**src/rtl/pipe_pkg.sv**
```systemverilog
// Shared types and constants for the parametrised pipeline stage register.
// Holds the skid FSM encoding, the RISC-V NOP and the default counter width.
package pipe_pkg;

  typedef enum logic [1:0] {
    EMPTY = 2'b00,
    ONE   = 2'b01,
    TWO   = 2'b10
  } state_t;

  localparam logic [31:0] RISCV_NOP = 32'h00000013;
  localparam int          CNT_W_DEF = 16;

endpackage

```
**src/rtl/pipe_stage_reg_sat_counter.sv**
```systemverilog
// Saturating up-counter used for the stall and bubble statistics.
// Holds at all-ones instead of wrapping.
module sat_counter
  import pipe_pkg::*;
#(
  parameter int W = CNT_W_DEF
) (
  input  logic         clk,
  input  logic         reset,
  input  logic         inc,
  output logic [W-1:0] count
);

  logic [W-1:0] r_count;

  always_ff @(posedge clk) begin
    if (reset) begin
      r_count <= '0;
    end else if (inc && !(&r_count)) begin
      r_count <= r_count + W'(1);
    end
  end

  assign count = r_count;

endmodule

```
**src/rtl/pipe_stage_reg.sv**
```systemverilog
// Valid/ready pipeline register with flush, optional 2-entry skid buffer
// and saturating stall/bubble counters.
module pipe_stage_reg
  import pipe_pkg::*;
#(
  parameter int                DATA_W    = 32,
  parameter bit                SKID      = 1'b1,
  parameter logic [DATA_W-1:0] RESET_VAL = '0,
  parameter int                CNT_W     = CNT_W_DEF
) (
  input  logic              clk,
  input  logic              reset,
  input  logic              flush,
  input  logic              in_valid,
  output logic              in_ready,
  input  logic [DATA_W-1:0] in_data,
  output logic              out_valid,
  input  logic              out_ready,
  output logic [DATA_W-1:0] out_data,
  output logic [CNT_W-1:0]  stall_cnt,
  output logic [CNT_W-1:0]  bubble_cnt
);

  logic w_stall;
  logic w_bubble;

  if (SKID) begin : g_skid
    state_t            r_state;
    state_t            w_next;
    logic [DATA_W-1:0] r_data;
    logic [DATA_W-1:0] r_skid;
    logic              r_rdy;
    logic              w_in_xfer;
    logic              w_out_xfer;

    assign w_in_xfer  = in_valid && r_rdy;
    assign w_out_xfer = (r_state != EMPTY) && out_ready;

    always_comb begin
      w_next = r_state;
      unique case (r_state)
        EMPTY: begin
          if (w_in_xfer) w_next = ONE;
        end
        ONE: begin
          if (w_in_xfer && !w_out_xfer) begin
            w_next = TWO;
          end else if (!w_in_xfer && w_out_xfer) begin
            w_next = EMPTY;
          end
        end
        TWO: begin
          if (w_out_xfer) w_next = ONE;
        end
        default: w_next = EMPTY;
      endcase
      if (flush) w_next = EMPTY;
    end

    always_ff @(posedge clk) begin
      if (reset) begin
        r_state <= EMPTY;
        r_rdy   <= 1'b1;
        r_data  <= RESET_VAL;
        r_skid  <= RESET_VAL;
      end else begin
        r_state <= w_next;
        // in_ready is the registered image of the next state
        r_rdy   <= (w_next != TWO);
        if (flush) begin
          r_data <= RESET_VAL;
        end else if (r_state == TWO && w_out_xfer) begin
          r_data <= r_skid;
        end else if (w_in_xfer &&
                     (r_state == EMPTY || w_out_xfer)) begin
          r_data <= in_data;
        end
        if (!flush && w_in_xfer &&
            r_state == ONE && !w_out_xfer) begin
          r_skid <= in_data;
        end
      end
    end

    assign in_ready  = r_rdy;
    assign out_valid = (r_state != EMPTY);
    assign out_data  = r_data;
  end else begin : g_flop
    logic              r_valid;
    logic [DATA_W-1:0] r_data;
    logic              w_in_xfer;
    logic              w_out_xfer;

    assign in_ready   = out_ready || !r_valid;
    assign w_in_xfer  = in_valid && in_ready;
    assign w_out_xfer = r_valid && out_ready;

    always_ff @(posedge clk) begin
      if (reset || flush) begin
        r_valid <= 1'b0;
        r_data  <= RESET_VAL;
      end else if (w_in_xfer) begin
        r_valid <= 1'b1;
        r_data  <= in_data;
      end else if (w_out_xfer) begin
        r_valid <= 1'b0;
      end
    end

    assign out_valid = r_valid;
    assign out_data  = r_data;
  end

  assign w_stall  = out_valid && !out_ready;
  assign w_bubble = !out_valid && out_ready;

  sat_counter #(.W(CNT_W)) u_stall (
    .clk   (clk),
    .reset (reset),
    .inc   (w_stall),
    .count (stall_cnt)
  );

  sat_counter #(.W(CNT_W)) u_bubble (
    .clk   (clk),
    .reset (reset),
    .inc   (w_bubble),
    .count (bubble_cnt)
  );

endmodule

```
**config.mk**
```make
export PLATFORM = sky130hd
export DESIGN_NAME = pipe_stage_reg
export DESIGN_NICKNAME = d
export VERILOG_FILES = /design/src/rtl/pipe_pkg.sv /design/src/rtl/pipe_stage_reg_sat_counter.sv /design/src/rtl/pipe_stage_reg.sv
export SDC_FILE = /design/constraint.sdc
export NUM_CORES = 1
export LEC_CHECK = 0
export CAP_MARGIN = 10
export CORE_MARGIN = 3
export CORE_UTILIZATION = 53
export DETAILED_ROUTE_END_ITERATION = 7
export GPL_ROUTABILITY_DRIVEN = 1
export GPL_TIMING_DRIVEN = 0
export PLACE_DENSITY = 0.92
export SETUP_SLACK_MARGIN = 0.5
export SKIP_LAST_GASP = 1
export SYNTH_ARGS = -nofsm -noshare
export SYNTH_HDL_FRONTEND = slang
export SYNTH_SLANG_ARGS = --single-unit
export TNS_END_PERCENT = 5
```
**constraint.sdc**
```tcl
create_clock -name clk -period 3.9 [get_ports clk]
set_input_delay 0.975 -clock clk [delete_from_list [all_inputs] [get_ports clk]]
set_output_delay 0.975 -clock clk [all_outputs]
set_load 0.02 [all_outputs]
```
==> results of run 1 <==
-- registers in the layout, indices dropped and copies added, names as in the netlist --
register and cells:
g_skid.r_state 2, g_skid.r_skid 32, u_stall.count 16, u_bubble.count 16
out_data 32, in_ready 1
-- layer usage --
layer,part of all wire,track usage,routed length (µm),up-vias
met5,0,0,0,-
met2,0.49,0.423,5760,163
met3,0.067,0.0490,785,23
met1,0.42,0.312,4950,2018
met4,0.022,0.105,263,0
li1,-,-,-,2090
-- layout make-up --
class	instances	area share
plain buffers	41	0.0325
clock buffers	10	0.0240
clock inverters	6	0.0166
inverters	7	0.00459
multi-input cells	361	0.378
flip-flops and latches	99	0.346
well taps	102	0.0223
repair buffers	101	0.176
-- power breakdown --
part | internal [µW] | total (µW) | switching (µW)
clock | 385 | 749 | 364
combinational | 110 | 239 | 128
sequential | 1030 | 1050 | 15.4
-- per-stage QoR --
stage	hold slack, ns	std cells	setup slack [ns]	instance area (µm²)
finish	0.459	727	0.762	5730
detailed placement	0.446	711	0.444	5500
global route	0.478	727	0.624	5730
CTS	0.458	727	0.812	5730
global placement	0.441	711	0.494	5500
floorplan	0.433	508	1.45	4360
-- cells in the mapped netlist (all sizes together), types with 2 or more instances --
cell type   n  share of area
or4         9          0.016
inv         7         0.0060
o21ba       2         0.0046
nand2b      2         0.0029
nand3       9          0.010
mux2i      33          0.076
nand3b      3         0.0052
dfxtp      99           0.45
o41ai       4         0.0080
o21ai      14          0.016
clkbuf     39          0.040
or2         3         0.0043
or3b        2         0.0040
and4        3         0.0060
nor4        5         0.0072
o311ai      3         0.0060
nand2      81          0.070
a31oi       2         0.0029
nor3       39          0.045
a211oi     32          0.055
buf         2         0.0023
nor2       11         0.0095
nor2b       2         0.0029
ha          2         0.0057
and3        4         0.0057
or3        12          0.017
o31ai       8          0.014
nand4      11          0.017
a21oi      55          0.063
-- final timing paths --
check	start	endpoint	slack, ns	cells after the start
worst max-delay path	out_ready	out_data[31]	0.76	8
worst min-delay path	g_skid.r_skid[18]	g_skid.r_skid[18]	0.46	2
worst max register to register	g_skid.r_state[1]	out_data[31]	1.58	7
worst min register to register	g_skid.r_skid[18]	g_skid.r_skid[18]	0.46	2
-- worst max-delay path: stages --
cell,delay (ns)
clkdlybuf4s50_1,0.49
clkbuf_1,0.31
nand2_1,0.09
a21oi_1,0.48
or2_2,0.22
clkbuf_1,0.25
clkbuf_1,0.42
a211oi_1,0.14
-- logic make-up (layout without fill, tap and decap cells) --
logic type	after synthesis	count (layout)	synth area share
AOI/OAI and AO/OA	126	126	0.183
adders and majority gates	2	2	0.00574
and+or+nand+nor	198	198	0.228
DFF	99	99	0.455
buffers and inverters	48	165	0.0488
xor gates and xnor gates	1	1	0.00201
muxes	34	34	0.0784
==> flow_summary.yaml, run 1 <==
layout:
  final_cell_mix: "101 x clkdlybuf4s50_1, 99 x dfxtp_1, 81 x nand2_1"
  diodes: 0
  n_fill_cell: 596
  area_growth_pct: 31.5
  multi_input_area_um2: 2160
  nNetsFinal: 659
  fin_util: 0.730
  regArea_um2: 1980
  drive_above_1_share: 0.0560
  layout_commonest_cell: "clkdlybuf4s50_1"
global_route:
  grt_pass1_vias: 4199
  grt_first_pass_wirelength_um: 19700
  grt_max_degree: 18
  grt_use_total: 0.250
  antenna_found_initial: 0
  grt.overflow.total: 0
clocking:
  ctsHtreeMaxLevel: 3
  cts-root-buf: "clkbuf_8"
  clock-sinks: 99
  clock_latency_ns: 0.37
  ctsHoldBuffers: 0
  cts_tree: "built"
  clock_path_buffers: 2
  cts_buffers: 9
  postCtsSetupBuffers: 0
  clkTransAtPathRegs_ns: 0.09
  cts_resized: 0
routing:
  viasPerCell: 5.91
  drt_iter0_markers: 158
  totalWireLength_um: 11800
  dr.pass1.iters: 5
  num_vias: 4294
  drc: 0
  wl_per_cell_um: 16.2
  drtAntennaViolNets: 0
sta:
  min_period_ns: 3.14
  period_share: 0.805
  relSlewSlack: 0.490
  finalSetupTns_ns: 0
  finClkSkew_ns: 0.0128
  finalHoldViolCount: 0
  finalMaxSlewViolations: 0
  max_freq_ghz: 0.319
  worst_slew_pin_slew_ns: 0.765
  rsz0062_at_grt: "no"
  setup-violations-final: 0
pwr:
  power_density_nw_per_um2: 356
  total_power_uw: 2040
  ir_drop_v: 0.000166
  leakage_uw: 0.00206
floorplanning:
  rows: 32
  start_util: 0.555
  die_h_um: 96.7
  ios: 103
  coreArea_um2: 7850
  die_area_um2: 9350
  die_x_um: 96.7
place:
  hpwl_um: 8560
  gp_congestion: 0.921
  port_buffers: 101
flow_run:
  cap_violations: 0
synth:
  synth_edf_count: 0
  ys_seq_area_frac: 0.455
  synthArstFlopShare: 0
  yosysWarnings: 0
  ys_types: 42
  ys.flop_type: "dfxtp_1"
  avgSynthCellArea_um2: 8.58
  syn-cell-area_um2: 4360
  synth_fp_nets: 547
  ys_ff_latch: 99
  synth_cells: 508
worst_setup_path:
  critPathKind: "primary input to register"
  critPathMaxFanout: 10
  cp.arrival_ns: 3.37
  crit_path_end_kind: "register"
  startpoint_type: "primary input"
  cp.required_ns: 4.13
run_status:
  status: "completed"
worst_hold_path:
  hp-class: "register to register"
Power figures use the tool's default switching activity.
==> run 2, diff against run 1 <==
--- a/config.mk
+++ b/config.mk
@@ -7,11 +7,11 @@
 export LEC_CHECK = 0
 export CAP_MARGIN = 10
 export CORE_MARGIN = 3
-export CORE_UTILIZATION = 53
+export CORE_UTILIZATION = 45
 export DETAILED_ROUTE_END_ITERATION = 7
 export GPL_ROUTABILITY_DRIVEN = 1
 export GPL_TIMING_DRIVEN = 0
-export PLACE_DENSITY = 0.92
+export PLACE_DENSITY = 0.84
 export SETUP_SLACK_MARGIN = 0.5
 export SKIP_LAST_GASP = 1
 export SYNTH_ARGS = -nofsm -noshare
==> constraint.sdc (replaced) <==
create_clock -name clk -period 2.6 [get_ports clk]
set_input_delay 0.65 -clock clk [delete_from_list [all_inputs] [get_ports clk]]
set_output_delay 0.65 -clock clk [all_outputs]
set_load 0.02 [all_outputs]
==> flow_summary.yaml, run 2 (same netlist as run 1, synthesis figures left out) <==
run_status:
  status: "completed"
sta:
  finalSetupTns_ns: 0
  setup-violations-final: 0
  rsz0062_at_grt: "yes"
  min_period_ns: 2.15
  relSlewSlack: 0.534
  finClkSkew_ns: 0.0122
  fin_ws_ns: 0.448
  finalHoldViolCount: 0
  period_share: 0.828
  max_freq_ghz: 0.465
  worst_slew_pin_slew_ns: 0.693
  finalMaxSlewViolations: 0
clocking:
  ctsHoldBuffers: 0
  cts_buffers: 9
  clock-sinks: 99
  cts_tree: "built"
  postCtsSetupBuffers: 0
  clock_latency_ns: 0.36
  clock_path_buffers: 2
  cts-root-buf: "clkbuf_8"
  ctsHtreeMaxLevel: 3
  clkTransAtPathRegs_ns: 0.10
floorplanning:
  die_area_um2: 10900
  die_h_um: 104
  ios: 103
  rows: 35
  start_util: 0.467
  die_x_um: 104
  coreArea_um2: 9330
worst_setup_path:
  crit_path_end_kind: "output pin"
  crit_start: "u_bubble.count[4]"
  critPathKind: "register to output pin"
  cp.required_ns: 1.95
  crit_buf_inv: 1
  max_stage_delay_ns: 0.67
  r2r_start: "u_stall.count[2]"
  critPathMaxFanout: 8
  cp_num_cells: 1
  cpMaxStageDelayCell: "clkdlybuf4s50_1"
  r2r_end: "u_stall.count[13]"
  endpoint: "bubble_cnt[4]"
  path_delay_family: "buffers and inverters"
  crit_chain: "clkdlybuf4s50_1"
  rrSetupSlack_ns: 0.50
  cp.arrival_ns: 1.50
  startpoint_type: "register"
  reg2reg_depth: 5
global_route:
  grt_max_degree: 19
  grt_first_pass_wirelength_um: 18500
  grt_use_total: 0.202
  grt_pass1_vias: 3982
  grt.overflow.total: 0
  antenna_found_initial: 0
layout:
  nNetsFinal: 659
  area_growth_pct: 32.4
  diodes: 0
  final_cell_mix: "99 x dfxtp_1, 99 x clkdlybuf4s50_1, 81 x nand2_1"
  stdcell_count: 754
  drive_above_1_share: 0.0864
routing:
  drtAntennaViolNets: 0
  dr.pass1.iters: 4
  totalWireLength_um: 11300
  drc: 0
  num_vias: 4192
  wl_per_cell_um: 15.0
  viasPerCell: 5.56
  drt_iter0_markers: 144
place:
  dp_cells: 738
  gp_congestion: 0.869
  port_buffers: 101
  pre_cts_slack_ns: -0.352
  hpwl_um: 8280
flow_run:
  cap_violations: 0
pwr:
  leakage_uw: 0.00209
  power_density_nw_per_um2: 496
  ir_drop_v: 0.000345
worst_hold_path:
  hp-class: "register to register"
run 2: what timing repair did:
item                       4_1_cts  5_1_grt
pin swaps                        1        0
gates resized for setup         15       19
hold endpoints to repair         0        0
setup endpoints to repair       97      109
run 2: how the worst min path moves through the flow:
stage	from	endpoint	slack (ns)	cells past startpoint
floorplan	g_skid.r_skid[0]	g_skid.r_skid[0]	0.43	2
global placement	g_skid.r_skid[5]	g_skid.r_skid[5]	0.44	2
detailed placement	g_skid.r_skid[3]	g_skid.r_skid[3]	0.44	2
CTS	g_skid.r_skid[3]	g_skid.r_skid[3]	0.46	2
global route	g_skid.r_skid[12]	g_skid.r_skid[12]	0.47	2
finish	g_skid.r_skid[18]	g_skid.r_skid[18]	0.46	2
run 2: metal layers:
layer / vias up / wire length, µm / GRT usage
li1: 2087 / - / -
met1: 1954 / 4810 / 0.247
met2: 141 / 5650 / 0.352
met3: 10 / 771 / 0.0596
met4: 0 / 90 / 0.0408
met5: - / 0 / 0
run 2: through the flow:
step / total power (µW) / cell area [µm²] / hold WS (ns) / utilization
6_report: 2870 / 5770 / 0.458 / 0.619
2_1_floorplan: 1790 / 4360 / 0.433 / -
3_3_place_gp: 1950 / 5530 / 0.440 / 0.593
4_1_cts: 2890 / 5750 / 0.458 / 0.617
5_1_grt: 2980 / 5770 / 0.473 / 0.619
3_5_place_dp: 1960 / 5530 / 0.445 / 0.593
run 2: final cells by class:
class                   count  area, µm²
plain buffers              41        208
repair buffers            101       1000
well taps                 129        161
flip-flops and latches     99       1980
inverters                   7       26.3
clock buffers              10        128
fillers                   810       3550
clock inverters             6       57.6
multi-input cells         361       2210
run 2: power by group:
group	internal, µW	total, µW	switching (µW)
Combinational	169	360	191
Sequential	1550	1570	23.3
Clock	372	932	559
